**config.mk**
```make
export PLATFORM = sky130hd
export DESIGN_NAME = spi_master_multi_cs_flat
export DESIGN_NICKNAME = d
export VERILOG_FILES = /design/src/rtl/spi_master_multi_cs_if.sv /design/src/rtl/spi_master_multi_cs.sv /design/src/flat_wrapper.sv
export SDC_FILE = /design/constraint.sdc
export NUM_CORES = 1
export LEC_CHECK = 0
export ABC_AREA = 1
export BUFFER_PORTS_ARGS = -buffer_cell sky130_fd_sc_hd__buf_2
export CORE_MARGIN = 2
export CORE_UTILIZATION = 44
export CTS_BUF_LIST = sky130_fd_sc_hd__clkbuf_8
export DETAILED_ROUTE_END_ITERATION = 16
export PLACE_DENSITY = 0.62
export SYNTH_ARGS = -nofsm -noshare
export SYNTH_HDL_FRONTEND = slang
export SYNTH_SLANG_ARGS = --single-unit
```
**constraint.sdc**
```tcl
create_clock -name clk -period 4.4 [get_ports clk]
set_clock_uncertainty 0.05 [all_clocks]
set_input_delay 0.22 -clock clk [delete_from_list [all_inputs] [get_ports clk]]
set_output_delay 0.22 -clock clk [all_outputs]
set_load 0.02 [all_outputs]
```
**src/rtl/spi_master_multi_cs_if.sv**
```systemverilog
// Word-level request/response bundle between a peripheral driver
// and the multi-CS SPI master.
interface spi_master_multi_cs_if #(
    parameter int WORD_WIDTH       = 8,
    parameter int NUM_CS           = 4,
    parameter int MAX_WORDS_PER_CS = 2
);
    localparam int CW  = $clog2(MAX_WORDS_PER_CS + 1);
    localparam int CSW = (NUM_CS > 1) ? $clog2(NUM_CS) : 1;

    logic [CW-1:0]         i_tx_count;
    logic [CSW-1:0]        i_cs_sel;
    logic [1:0]            i_spi_mode;
    logic                  i_lsb_first;
    logic [WORD_WIDTH-1:0] i_tx_word;
    logic                  i_tx_dv;
    logic                  o_tx_ready;
    logic                  o_busy;
    logic [WORD_WIDTH-1:0] o_rx_word;
    logic                  o_rx_dv;
    logic [CW-1:0]         o_rx_count;

    modport master (
        output i_tx_count, i_cs_sel, i_spi_mode, i_lsb_first,
        output i_tx_word, i_tx_dv,
        input  o_tx_ready, o_busy, o_rx_word, o_rx_dv, o_rx_count
    );

    modport slave (
        input  i_tx_count, i_cs_sel, i_spi_mode, i_lsb_first,
        input  i_tx_word, i_tx_dv,
        output o_tx_ready, o_busy, o_rx_word, o_rx_dv, o_rx_count
    );
endinterface

```
**src/rtl/spi_master_multi_cs.sv**
```systemverilog
// SPI master with N active-low chip selects, runtime mode/bit order
// and multi-word CS-low frames followed by a CS-inactive gap.
module spi_master_multi_cs #(
    parameter int WORD_WIDTH        = 8,
    parameter int NUM_CS            = 4,
    parameter int CLKS_PER_HALF_BIT = 4,
    parameter int MAX_WORDS_PER_CS  = 2,
    parameter int CS_INACTIVE_CLKS  = 10,
    parameter int DEFAULT_SPI_MODE  = 3
) (
    input  logic              clk,
    input  logic              rst,
    spi_master_multi_cs_if.slave bus,
    output logic              SCK,
    output logic              MOSI,
    input  logic              MISO,
    output logic [NUM_CS-1:0] CS_L
);
    localparam int CW    = $clog2(MAX_WORDS_PER_CS + 1);
    localparam int HW    = $clog2(CLKS_PER_HALF_BIT) + 1;
    localparam int EDGES = 2 * WORD_WIDTH;
    localparam int EW    = $clog2(EDGES + 1);
    localparam int GW    = $clog2(CS_INACTIVE_CLKS + 1) + 1;
    localparam logic [1:0] DEF_MODE = 2'(DEFAULT_SPI_MODE);

    typedef enum logic [1:0] {
        IDLE,
        SHIFT,
        WAIT_WORD,
        CS_GAP
    } state_t;

    state_t                r_state;
    state_t                w_state_nxt;
    logic [HW-1:0]         r_clk_cnt;
    logic [EW-1:0]         r_edge_cnt;
    logic [GW-1:0]         r_gap;
    logic [1:0]            r_mode;
    logic                  r_lsb;
    logic [CW-1:0]         r_words;
    logic [CW-1:0]         r_word_idx;
    logic [WORD_WIDTH-1:0] r_tx_sr;
    logic [WORD_WIDTH-1:0] r_rx_sr;
    logic [WORD_WIDTH-1:0] r_rx_word;
    logic                  r_rx_dv;
    logic [CW-1:0]         r_rx_count;
    logic                  r_sck;
    logic                  r_mosi;
    logic [NUM_CS-1:0]     r_cs_l;

    logic                  w_accept;
    logic                  w_edge;
    logic                  w_fire;
    logic                  w_last;
    logic                  w_lead;
    logic                  w_shift;
    logic                  w_cpha;
    logic                  w_lsb;
    logic                  w_first_bit;
    logic [CW-1:0]         w_words;
    logic [NUM_CS-1:0]     w_cs_dec;

    // First-word fields come straight from the bus; later words reuse the latch
    assign w_cpha = (r_state == IDLE) ? bus.i_spi_mode[0] : r_mode[0];
    assign w_lsb  = (r_state == IDLE) ? bus.i_lsb_first   : r_lsb;
    assign w_first_bit = w_lsb ? bus.i_tx_word[0]
                               : bus.i_tx_word[WORD_WIDTH-1];
    assign w_last  = (r_word_idx == r_words - CW'(1));
    assign w_lead  = (r_sck == r_mode[1]);
    assign w_shift = (w_lead == r_mode[0]);

    always_comb begin
        w_words = bus.i_tx_count;
        if (bus.i_tx_count == '0)
            w_words = CW'(1);
        else if (bus.i_tx_count > CW'(MAX_WORDS_PER_CS))
            w_words = CW'(MAX_WORDS_PER_CS);
    end

    // Out-of-range selects leave every CS high
    always_comb begin
        w_cs_dec = '1;
        for (int i = 0; i < NUM_CS; i++)
            if (int'(bus.i_cs_sel) == i)
                w_cs_dec[i] = 1'b0;
    end

    always_ff @(posedge clk) begin
        if (rst)
            r_state <= IDLE;
        else
            r_state <= w_state_nxt;
    end

    always_comb begin
        w_state_nxt = r_state;
        w_accept    = 1'b0;
        w_edge      = 1'b0;
        w_fire      = 1'b0;
        unique case (r_state)
            IDLE, WAIT_WORD: begin
                if (bus.i_tx_dv) begin
                    w_accept    = 1'b1;
                    w_state_nxt = SHIFT;
                end
            end
            SHIFT: begin
                if (r_edge_cnt == EW'(EDGES)) begin
                    if (r_clk_cnt == HW'(1)) begin
                        w_fire      = 1'b1;
                        w_state_nxt = w_last ? CS_GAP : WAIT_WORD;
                    end
                end else if (r_clk_cnt == HW'(CLKS_PER_HALF_BIT - 1)) begin
                    w_edge = 1'b1;
                end
            end
            CS_GAP: begin
                if (r_gap == GW'(CS_INACTIVE_CLKS))
                    w_state_nxt = IDLE;
            end
            default: w_state_nxt = IDLE;
        endcase
    end

    always_ff @(posedge clk) begin
        if (rst) begin
            r_clk_cnt  <= '0;
            r_edge_cnt <= '0;
            r_gap      <= '0;
            r_mode     <= DEF_MODE;
            r_lsb      <= 1'b0;
            r_words    <= '0;
            r_word_idx <= '0;
            r_tx_sr    <= '0;
            r_rx_sr    <= '0;
            r_rx_word  <= '0;
            r_rx_dv    <= 1'b0;
            r_rx_count <= '0;
            r_sck      <= DEF_MODE[1];
            r_mosi     <= 1'b0;
            r_cs_l     <= '1;
        end else begin
            r_rx_dv <= 1'b0;
            if (w_accept) begin
                r_clk_cnt  <= '0;
                r_edge_cnt <= '0;
                if (!w_cpha) begin
                    r_mosi  <= w_first_bit;
                    r_tx_sr <= w_lsb ? (bus.i_tx_word >> 1)
                                     : (bus.i_tx_word << 1);
                end else begin
                    r_tx_sr <= bus.i_tx_word;
                end
                if (r_state == IDLE) begin
                    r_mode     <= bus.i_spi_mode;
                    r_lsb      <= bus.i_lsb_first;
                    r_words    <= w_words;
                    r_word_idx <= '0;
                    r_sck      <= bus.i_spi_mode[1];
                    r_cs_l     <= w_cs_dec;
                end
            end else if (r_state == SHIFT) begin
                if (w_edge) begin
                    r_clk_cnt  <= '0;
                    r_edge_cnt <= r_edge_cnt + 1'b1;
                    r_sck      <= ~r_sck;
                    if (w_shift) begin
                        r_mosi  <= r_lsb ? r_tx_sr[0]
                                         : r_tx_sr[WORD_WIDTH-1];
                        r_tx_sr <= r_lsb ? (r_tx_sr >> 1) : (r_tx_sr << 1);
                    end else begin
                        r_rx_sr <= r_lsb
                            ? {MISO, r_rx_sr[WORD_WIDTH-1:1]}
                            : {r_rx_sr[WORD_WIDTH-2:0], MISO};
                    end
                end else begin
                    r_clk_cnt <= r_clk_cnt + 1'b1;
                end
                if (w_fire) begin
                    r_rx_dv    <= 1'b1;
                    r_rx_word  <= r_rx_sr;
                    r_rx_count <= r_word_idx;
                    r_word_idx <= r_word_idx + 1'b1;
                    r_gap      <= '0;
                end
            end else if (r_state == CS_GAP) begin
                r_cs_l <= '1;
                r_gap  <= r_gap + 1'b1;
            end
        end
    end

    assign bus.o_tx_ready = (r_state == IDLE) || (r_state == WAIT_WORD);
    assign bus.o_busy     = (r_state != IDLE);
    assign bus.o_rx_word  = r_rx_word;
    assign bus.o_rx_dv    = r_rx_dv;
    assign bus.o_rx_count = r_rx_count;
    assign SCK            = r_sck;
    assign MOSI           = r_mosi;
    assign CS_L           = r_cs_l;
endmodule

```
**src/flat_wrapper.sv**
```systemverilog
// flat-port wrapper written by rule: the top's interface ports become plain ports
module spi_master_multi_cs_flat 
#(
    parameter int WORD_WIDTH        = 8,
    parameter int NUM_CS            = 4,
    parameter int CLKS_PER_HALF_BIT = 4,
    parameter int MAX_WORDS_PER_CS  = 2,
    parameter int CS_INACTIVE_CLKS  = 10,
    parameter int DEFAULT_SPI_MODE  = 3
)
  (clk, rst, SCK, MOSI, MISO, CS_L, bus_i_tx_count, bus_i_cs_sel, bus_i_spi_mode, bus_i_lsb_first, bus_i_tx_word, bus_i_tx_dv, bus_o_tx_ready, bus_o_busy, bus_o_rx_word, bus_o_rx_dv, bus_o_rx_count);
  spi_master_multi_cs_if #(.WORD_WIDTH(WORD_WIDTH), .NUM_CS(NUM_CS), .MAX_WORDS_PER_CS(MAX_WORDS_PER_CS)) bus_i ();
  input  logic clk;
  input  logic rst;
  output logic SCK;
  output logic MOSI;
  input  logic MISO;
  output logic [NUM_CS-1:0] CS_L;
  input wire logic [$bits(bus_i.i_tx_count)-1:0] bus_i_tx_count;
  input wire logic [$bits(bus_i.i_cs_sel)-1:0] bus_i_cs_sel;
  input wire logic [$bits(bus_i.i_spi_mode)-1:0] bus_i_spi_mode;
  input wire logic [$bits(bus_i.i_lsb_first)-1:0] bus_i_lsb_first;
  input wire logic [$bits(bus_i.i_tx_word)-1:0] bus_i_tx_word;
  input wire logic [$bits(bus_i.i_tx_dv)-1:0] bus_i_tx_dv;
  output wire logic [$bits(bus_i.o_tx_ready)-1:0] bus_o_tx_ready;
  output wire logic [$bits(bus_i.o_busy)-1:0] bus_o_busy;
  output wire logic [$bits(bus_i.o_rx_word)-1:0] bus_o_rx_word;
  output wire logic [$bits(bus_i.o_rx_dv)-1:0] bus_o_rx_dv;
  output wire logic [$bits(bus_i.o_rx_count)-1:0] bus_o_rx_count;
  assign bus_i.i_tx_count = bus_i_tx_count;
  assign bus_i.i_cs_sel = bus_i_cs_sel;
  assign bus_i.i_spi_mode = bus_i_spi_mode;
  assign bus_i.i_lsb_first = bus_i_lsb_first;
  assign bus_i.i_tx_word = bus_i_tx_word;
  assign bus_i.i_tx_dv = bus_i_tx_dv;
  assign bus_o_tx_ready = bus_i.o_tx_ready;
  assign bus_o_busy = bus_i.o_busy;
  assign bus_o_rx_word = bus_i.o_rx_word;
  assign bus_o_rx_dv = bus_i.o_rx_dv;
  assign bus_o_rx_count = bus_i.o_rx_count;
  spi_master_multi_cs #(.WORD_WIDTH(WORD_WIDTH), .NUM_CS(NUM_CS), .CLKS_PER_HALF_BIT(CLKS_PER_HALF_BIT), .MAX_WORDS_PER_CS(MAX_WORDS_PER_CS), .CS_INACTIVE_CLKS(CS_INACTIVE_CLKS), .DEFAULT_SPI_MODE(DEFAULT_SPI_MODE)) u_core (.clk(clk), .rst(rst), .bus(bus_i), .SCK(SCK), .MOSI(MOSI), .MISO(MISO), .CS_L(CS_L));
endmodule
```
; ---- Word level (Yosys, flattened, before mapping)
; Index checks and enable logic that the tools add are counted.
[classes]
muxes = 54
add_sub_neg = 5
reduce_logical = 25
order_cmp = 1
eq_ne = 21
bitwise_logic = 4
[ops]
columns = cell, count
row1 = 2-to-1 mux 8 bit, 8
row2 = 2-to-1 mux 1 bit, 27
row3 = 2-to-1 mux 2 bit, 10
row4 = AND reduction 3 bit, 6
row5 = 2-to-1 mux 4 bit, 4
row6 = 2-to-1 mux 5 bit, 3
row7 = nonzero test 2 bit, 7
row8 = AND reduction 4 bit, 3
row9 = "adder 5 x 1 -> 5 bit, second input constant", 2
row10 = "inequality test 2 x 1 -> 1 bit, second input constant", 5
row11 = "== test 2 bit, second input constant", 4
row12 = zero test 2 bit, 3
row13 = "inequality test 2 bit, second input constant", 3
row14 = one-hot mux 2 bit (3 select lines), 1
row15 = "== test 5 x 4 -> 1 bit, second input constant", 1
row16 = "== test 5 bit, second input constant", 1
row17 = "== test 2 x 1 -> 1 bit, second input constant", 2
row18 = inverter 1 bit, 4
row19 = AND reduction 2 bit, 2
row20 = OR reduction 2 bit, 2
row21 = "adder 3 x 1 -> 3 bit, second input constant", 1
row22 = "== test 3 x 1 -> 1 bit, second input constant", 1
row23 = "== test 3 x 2 -> 1 bit, second input constant", 1
row24 = 2-to-1 mux 3 bit, 1
row25 = other kinds (7), 8
[word_totals]
wordCells = 126
ff_bits = 55

; ---- Depth between registers and ports, before layout
; Gate-level depths: netlist of run 1.
[logic_depth]
ltp_word = 7
mapped_depth = 12
ltp_nobuf = 12

; ---- Worst setup path before layout of run 1
; OpenSTA, ideal clock, no wires.
[synth_path]
path_type = register to register
startpoint = register u_core.r_edge_cnt[0]
endpoint = register u_core.r_rx_sr[7]
n_path_buf = 2
t_arrival_ps = 1375
synth_period_minus_slack_ps = 1538
slack_ps = 2862
path_stages_with_launch = 13
cell_sequence = dfxtp_1 inv_1 ha_1 nand2_1 inv_1 nand2_1 nand2_1 buf_4 nor2_8 buf_6 nand2_1 nand2_1 nor2_1
[synth_between]
elab_chain_cells = 4
[synth_lines]
columns = element, line
row1 = start: declaration, spi_master_multi_cs.sv:36  ; logic [EW-1:0] r_edge_cnt;
row2 = start signal: assignment, spi_master_multi_cs.sv:165  ; r_edge_cnt <= r_edge_cnt + 1'b1;
row3 = == test 5 bit, spi_master_multi_cs.sv:108  ; if (r_edge_cnt == EW'(EDGES)) begin
row4 = 2-to-1 mux 1 bit, spi_master_multi_cs.sv:108
row5 = 2-to-1 mux 1 bit, spi_master_multi_cs.sv:100  ; unique case (r_state)
row6 = AND reduction 4 bit (no line), --
row7 = end signal: assignment, spi_master_multi_cs.sv:172  ; r_rx_sr <= r_lsb
row8 = end: declaration, spi_master_multi_cs.sv:43  ; logic [WORD_WIDTH-1:0] r_rx_sr;
; No other way between the ends.
; A chain may end at the register's enable or synchronous reset.

; ---- Worst setup path after layout of run 1
[layout_path]
startpoint = register u_core.r_edge_cnt[0]
endpoint = register u_core.r_tx_sr[4]
[layout_between]
elab_chain_cells = 5
[layout_lines]
columns = element, line
row1 = == test 5 bit, spi_master_multi_cs.sv:108
row2 = 2-to-1 mux 1 bit, spi_master_multi_cs.sv:108
row3 = 2-to-1 mux 1 bit, spi_master_multi_cs.sv:100
row4 = nonzero test 2 bit (no line), --
row5 = AND reduction 3 bit (no line), --
row6 = end signal: assignment, spi_master_multi_cs.sv:149  ; r_tx_sr <= w_lsb ? (bus.i_tx_word >> 1)
row7 = end signal: assignment, spi_master_multi_cs.sv:152  ; r_tx_sr <= bus.i_tx_word;
row8 = end signal: assignment, spi_master_multi_cs.sv:170  ; r_tx_sr <= r_lsb ? (r_tx_sr >> 1) : (r_tx_sr << 1);
row9 = end: declaration, spi_master_multi_cs.sv:42  ; logic [WORD_WIDTH-1:0] r_tx_sr;
; No other way between the ends.

==> flow_summary.toml, run 1 <==
[power]
peakVddDrop_v = 0.000195
leakagePower_nw = 1.58
powerDensity_nw_per_um2 = 349

[final_layout]
design_area_um2 = 3220
drive_gt1_share_pct = 13.2
finish.utilization_pct = 50.8
layout_common_cells = "nand2_1, dfxtp_1, nor2_1"
fillers = 641
seq_area_um2 = 1100
final_common_cell = "nand2_1"
fin_nets = 494
antenna-diode-count = 0
multi_input_area_um2 = 1510
syn_to_final_growth_pct = 11.3

[yosys]
synth_seq_cells = 55
syn-num-nets = 465
synth_area_leaders = "dfxtp_1, nand2_1, nor2_1"
synth_area_um2 = 2900
syn_inst = 439
yosys.area.top_type = "dfxtp_1"
synth_top_cell_area_share_pct = 38.0
yosys_warnings = 0
syn_area_per_cell_um2 = 6.60
ys_types = 30
seq_area_frac_synth_pct = 38.0

[flow_run]
drv_cap = 0

[clocking]
cts_resized = 0
clockBufferDepth = 2
tritoncts = "built"
numCtsBuffers = 5
cts.sink_count = 55
cts_hold_buf = 0
path_clk_slew_ns = 0.10
clk_latency_ns = 0.31
htreeDepth = 2
cts_setup_buffers = 0
clockRootBuffer = "clkbuf_8"

[sta]
setup_viol = 0
maxSlewViolCount = 0
min_period_over_period_pct = 47.2
worst_slew_pin_slew_ns = 1.04
period_minus_slack_ns = 2.07
hold_viol = 0
max_slew_margin_pct = 30.4
rsz0062_at_grt = "no"
fmax_mhz = 482
final.setup.tns_ns = 0

[worst_setup_path]
path_cells = "inv_1 > ha_1 > nand2_1 > inv_1 > nand2_1 > nand2_1 > nand2_1 > nand2_2 > nand2_1 > nand2_1 > a21oi_1"
cpMostUsedCell = "nand2_1"
crit_required_ns = 4.60
arrival_ns = 2.27
r2r_slack_ns = 2.33
cp_max_fo = 16
max_stage_delay_ns = 0.37
crit_path_end_kind = "register"
cpMaxStageDelayCell = "dfxtp_1"
critical_path_class = "reg2reg"
start_kind = "register"

[place]
hpwl_um = 4410
io_buffers = 36
gp_congestion = 0.787
placed_cell_area_um2 = 3090

[route]
ant_nets = 0
vias_per_cell = 4.91
drt_iter0_markers = 138
wl_per_cell_um = 11.7
first_pass_iters = 4
vias = 2681
wirelength_um = 6400
drc_errors = 0

[floorplan]
ios = 38
die-height_um = 85.1
rows = 29
initial_core_util_pct = 45.6
core-area_um2 = 6350
die_w_um = 85.1
dieArea_um2 = 7250

[global_route]
grt_pass1_wl_um = 10800
grt_pass1_vias = 2478
grt_usage_pct = 18.2
grt_max_degree = 31
antenna_found_initial = 0
overflow = 0

[status]
status = "finished clean"

[worst_hold_path]
hold_class = "in2reg"
## sequential cells by signal, summed over array words and instances (netlist names)
signal / count
u_core.r_lsb: 1
u_core.r_mode: 2
u_core.bus.o_rx_dv: 1
u_core.SCK: 1
u_core.CS_L: 4
u_core.r_tx_sr: 8
u_core.r_clk_cnt: 3
u_core.bus.o_rx_count: 2
u_core.r_words: 2
u_core.r_word_idx: 2
u_core.bus.o_rx_word: 8
u_core.r_gap: 5
u_core.r_edge_cnt: 5
u_core.r_rx_sr: 8
u_core.r_state: 2
u_core.MOSI: 1
## metal layers
metal	wire length (um)	track usage (%)
met5	0	0
met3	291	3.70
met4	73	4.91
met2	2780	30.3
met1	3250	24.1
## where the power goes
group / internal, W / total (W) / switching, W / leakage, nW
clock network: 0.000225 / 0.000392 / 0.000167 / 0.0695
registers: 0.000520 / 0.000540 / 0.0000202 / 0.448
logic: 0.0000642 / 0.000193 / 0.000129 / 1.06
## worst paths after layout
kind,start,to,depth (start not counted)
max,u_core.r_edge_cnt[0],u_core.r_tx_sr[4],11
min,bus_i_spi_mode[0],u_core.r_mode[0],3
max reg2reg,u_core.r_edge_cnt[0],u_core.r_tx_sr[4],11
min reg2reg,u_core.bus.o_rx_word[0],u_core.bus.o_rx_word[0],2
## layout make-up
cell class              count  share of cell area, %
clock buffers               5                   2.14
flip-flops and latches     55                   34.2
clock inverters             3                   1.98
repair buffers             36                   5.59
multi-input cells         316                   46.9
well taps                  77                   2.99
inverters                  54                   6.29
## logic make-up after synthesis
group,share of synthesized area (%)
compound gates,10.7
fa+ha+maj,3.02
flops,38.0
buf+inv,9.85
xor+xnor,0.605
mux,2.07
simple gates,35.8
## metrics by stage
step                cells  hold slack (ns)  worst slack (ns)  total power (W)
global placement      538            0.383              2.39         0.000741
global route          546            0.109              2.06          0.00119
finish                546           0.0892              2.33          0.00113
detailed placement    538            0.384              2.34         0.000744
floorplan             439            0.300              2.86         0.000698
CTS                   546           0.0826              2.32          0.00114
## synth_stat cells
cell type / count
buf_1: 2
a211oi_1: 1
nand2_2: 5
buf_4: 2
ha_1: 7
nand4_1: 2
nor2_4: 1
nand3_1: 36
o21ai_1: 1
a21oi_1: 21
nor3_2: 1
o21a_1: 2
xor2_1: 2
nand3_2: 1
nor2_1: 52
buf_2: 6
buf_6: 2
o21ai_0: 20
clkbuf_1: 2
inv_1: 48
mux2i_1: 6
nor2_8: 1
o211ai_1: 9
nor3b_1: 1
nor2_2: 2
inv_2: 6
nand2_1: 142
dfxtp_1: 55
o221ai_1: 1
or2_2: 2
## worst max-delay path, delay by kind of cell, from the launching register on
kind / cells / cell delay [ns]
simple gates: 7 / 1.15
compound gates: 1 / 0.14
flops: 1 / 0.37
buf+inv: 2 / 0.10
fa+ha+maj: 1 / 0.19
Note: power is estimated with default switching activity, not from simulation.
==> run 2, diff against run 1 <==
ABC_AREA = 0   (was 1)
clock period = 2.05 ns   (was 4.4 ns; I/O delays follow)
==> run 2 against run 1 <==
Cell count fell by 17%; core utilization up 1.6 points; die area unchanged; clock-buffer cell count unchanged; sequential cell count unchanged; critical path type unchanged; largest power group unchanged.
==> flow_summary.toml, run 2 <==
[final_layout]
fin_nets = 402
antenna-diode-count = 0
layout_common_cells = "dfxtp_1, nand2_1, buf_2"
final_common_cell = "dfxtp_1"
syn_to_final_growth_pct = 14.7
drive_gt1_share_pct = 22.0
fillers = 630

[power]
powerDensity_nw_per_um2 = 619
peakVddDrop_v = 0.000356
leakagePower_nw = 1.28
p_total_w = 0.00206

[yosys]
yosys.area.top_type = "dfxtp_1"
async_flop_share_pct = 0
synth_area_um2 = 2900
synth_area_leaders = "dfxtp_1, mux2i_1, nand2_1"
synth_edf_count = 0
syn_inst = 331
synth_common_cells = "dfxtp_1, nand2_1, nor2_1"
synthMostInstantiatedCell = "dfxtp_1"
syn-num-nets = 357
syn_area_per_cell_um2 = 8.75
ys_types = 59
seq_area_frac_synth_pct = 38.0
synth_seq_cells = 55
synth_top_cell_area_share_pct = 38.0
yosys_warnings = 0
yosys_most_used_dff = "dfxtp_1"

[worst_setup_path]
max_stage_delay_ns = 0.57
crit_path_end_kind = "register"
path_cells = "or3b_1 > and3_1 > o311ai_1 > a211oi_1"
cp.buffers_inverters = 0
crit_required_ns = 2.19
start_kind = "register"
arrival_ns = 2.03
cpMaxStageDelayCell = "or3b_1"
cp_max_fo = 11
crit_family = "simple AND/OR/NAND/NOR gates"
critical_path_class = "reg2reg"

[clocking]
clockRootBuffer = "clkbuf_8"
cts.sink_count = 55
path_clk_slew_ns = 0.11
clockBufferDepth = 2
htreeDepth = 2
clk_latency_ns = 0.31
numCtsBuffers = 5
tritoncts = "built"

[sta]
fin_ws_ns = 0.162
max_slew_margin_pct = 66.0
worst_slew_pin_slew_ns = 0.508
holdWs_ns = 0.00329
setup_viol = 0
min_period_over_period_pct = 92.1
fmax_mhz = 530
hold_viol = 0
period_minus_slack_ns = 1.89
maxSlewViolCount = 0

[global_route]
grt_usage_pct = 18.8
grt_pass1_vias = 2381
overflow = 0
grt_pass1_wl_um = 11100
grt_max_degree = 28
antenna_found_initial = 0

[place]
gp_congestion = 0.812
dp_slack_ns = 0.105
hpwl_um = 4790
io_buffers = 36

[floorplan]
core-area_um2 = 6350
initial_core_util_pct = 45.6
rows = 29
dieArea_um2 = 7250
die-height_um = 85.1
die_w_um = 85.1
ios = 38

[route]
first_pass_iters = 5
drt_iter0_markers = 120
vias = 2533
ant_nets = 0
vias_per_cell = 5.58
wirelength_um = 6550
wl_per_cell_um = 14.4
drc_errors = 0

[flow_run]
drv_cap = 0

[worst_hold_path]
hold_class = "in2reg"

[status]
status = "finished clean"
[run 2: cell types whose count changed after synthesis, moves of 9 or more]
| cell | before | now |
|---|---|---|
| nor2_1 | 52 | 33 |
| nand3_1 | 36 | 9 |
| o211ai_1 | 9 | 0 |
| nand2_1 | 142 | 37 |
| inv_1 | 48 | 10 |
| mux2i_1 | 6 | 23 |
| a211oi_1 | 1 | 14 |
[run 2: repair_timing]
action,in CTS,in global routing
hold buffers,1,0
gates resized for setup,0,2
buffers inserted,0,4
endpoints found under the setup margin,0,13
hold endpoints to repair,1,0
[run 2: kinds of logic (layout without fill, tap and decap cells)]
logic type	Yosys count	after routing	synth area share (%)
AND/OR/NAND/NOR	119	119	20.6
AO/OA/AOI/OAI	88	88	21.9
flip-flops	55	55	38.0
buffers and inverters	31	77	5.49
multiplexers	24	24	8.34
adder cells (fa/ha/maj)	7	7	3.02
XOR/XNOR	7	7	2.68
[run 2: final timing paths]
check | from | to | cells after the start | slack (ns)
max | u_core.r_state[1] | u_core.r_tx_sr[5] | 4 | 0.16
min | bus_i_tx_word[3] | u_core.r_tx_sr[2] | 3 | 0.003
max reg2reg | u_core.r_state[1] | u_core.r_tx_sr[5] | 4 | 0.16
min reg2reg | u_core.bus.o_rx_word[0] | u_core.bus.o_rx_word[0] | 2 | 0.41
[run 2: routing by layer]
layer	track usage [%]	wire (um)	up-vias
li1	-	-	1283
met2	29.3	2970	47
met1	27.0	3270	1198
met5	0	0	-
met3	3.11	243	5
met4	4.91	66	0
[run 2: worst reg2reg max path, cell delays in order, from the launching register on]
cell	delay, ns
dfxtp_1	0.45
or3b_1	0.58
and3_1	0.23
o311ai_1	0.34
a211oi_1	0.13
[run 2: final cells by class]
class	instances	area (um^2)	share of cell area, %
Multi-Input combinational cell	245	1640	49.4
Clock inverter	3	18.8	0.565
Inverter	10	37.5	1.13
Sequential cell	55	1100	33.1
Tap cell	77	96.3	2.90
Timing Repair Buffer	59	359	10.8
Clock buffer	5	68.8	2.07
[run 2: per-stage QoR]
step | utilization, % | TNS, ns | instances | instance area [um^2]
floorplan | - | 0 | 331 | 2900
global placement | 50.2 | 0 | 441 | 3190
detailed placement | 50.2 | 0 | 441 | 3190
CTS | 51.8 | 0 | 450 | 3290
global route | 52.3 | -0.000688 | 454 | 3320
finish | 52.3 | 0 | 454 | 3320
[run 2: power breakdown]
part / leakage [nW] / internal, W / switching, W
Combinational: 0.786 / 0.000132 / 0.000189
Sequential: 0.447 / 0.00110 / 0.0000294
Clock: 0.0483 / 0.000242 / 0.000366
Total: 1.28 / 0.00147 / 0.000585
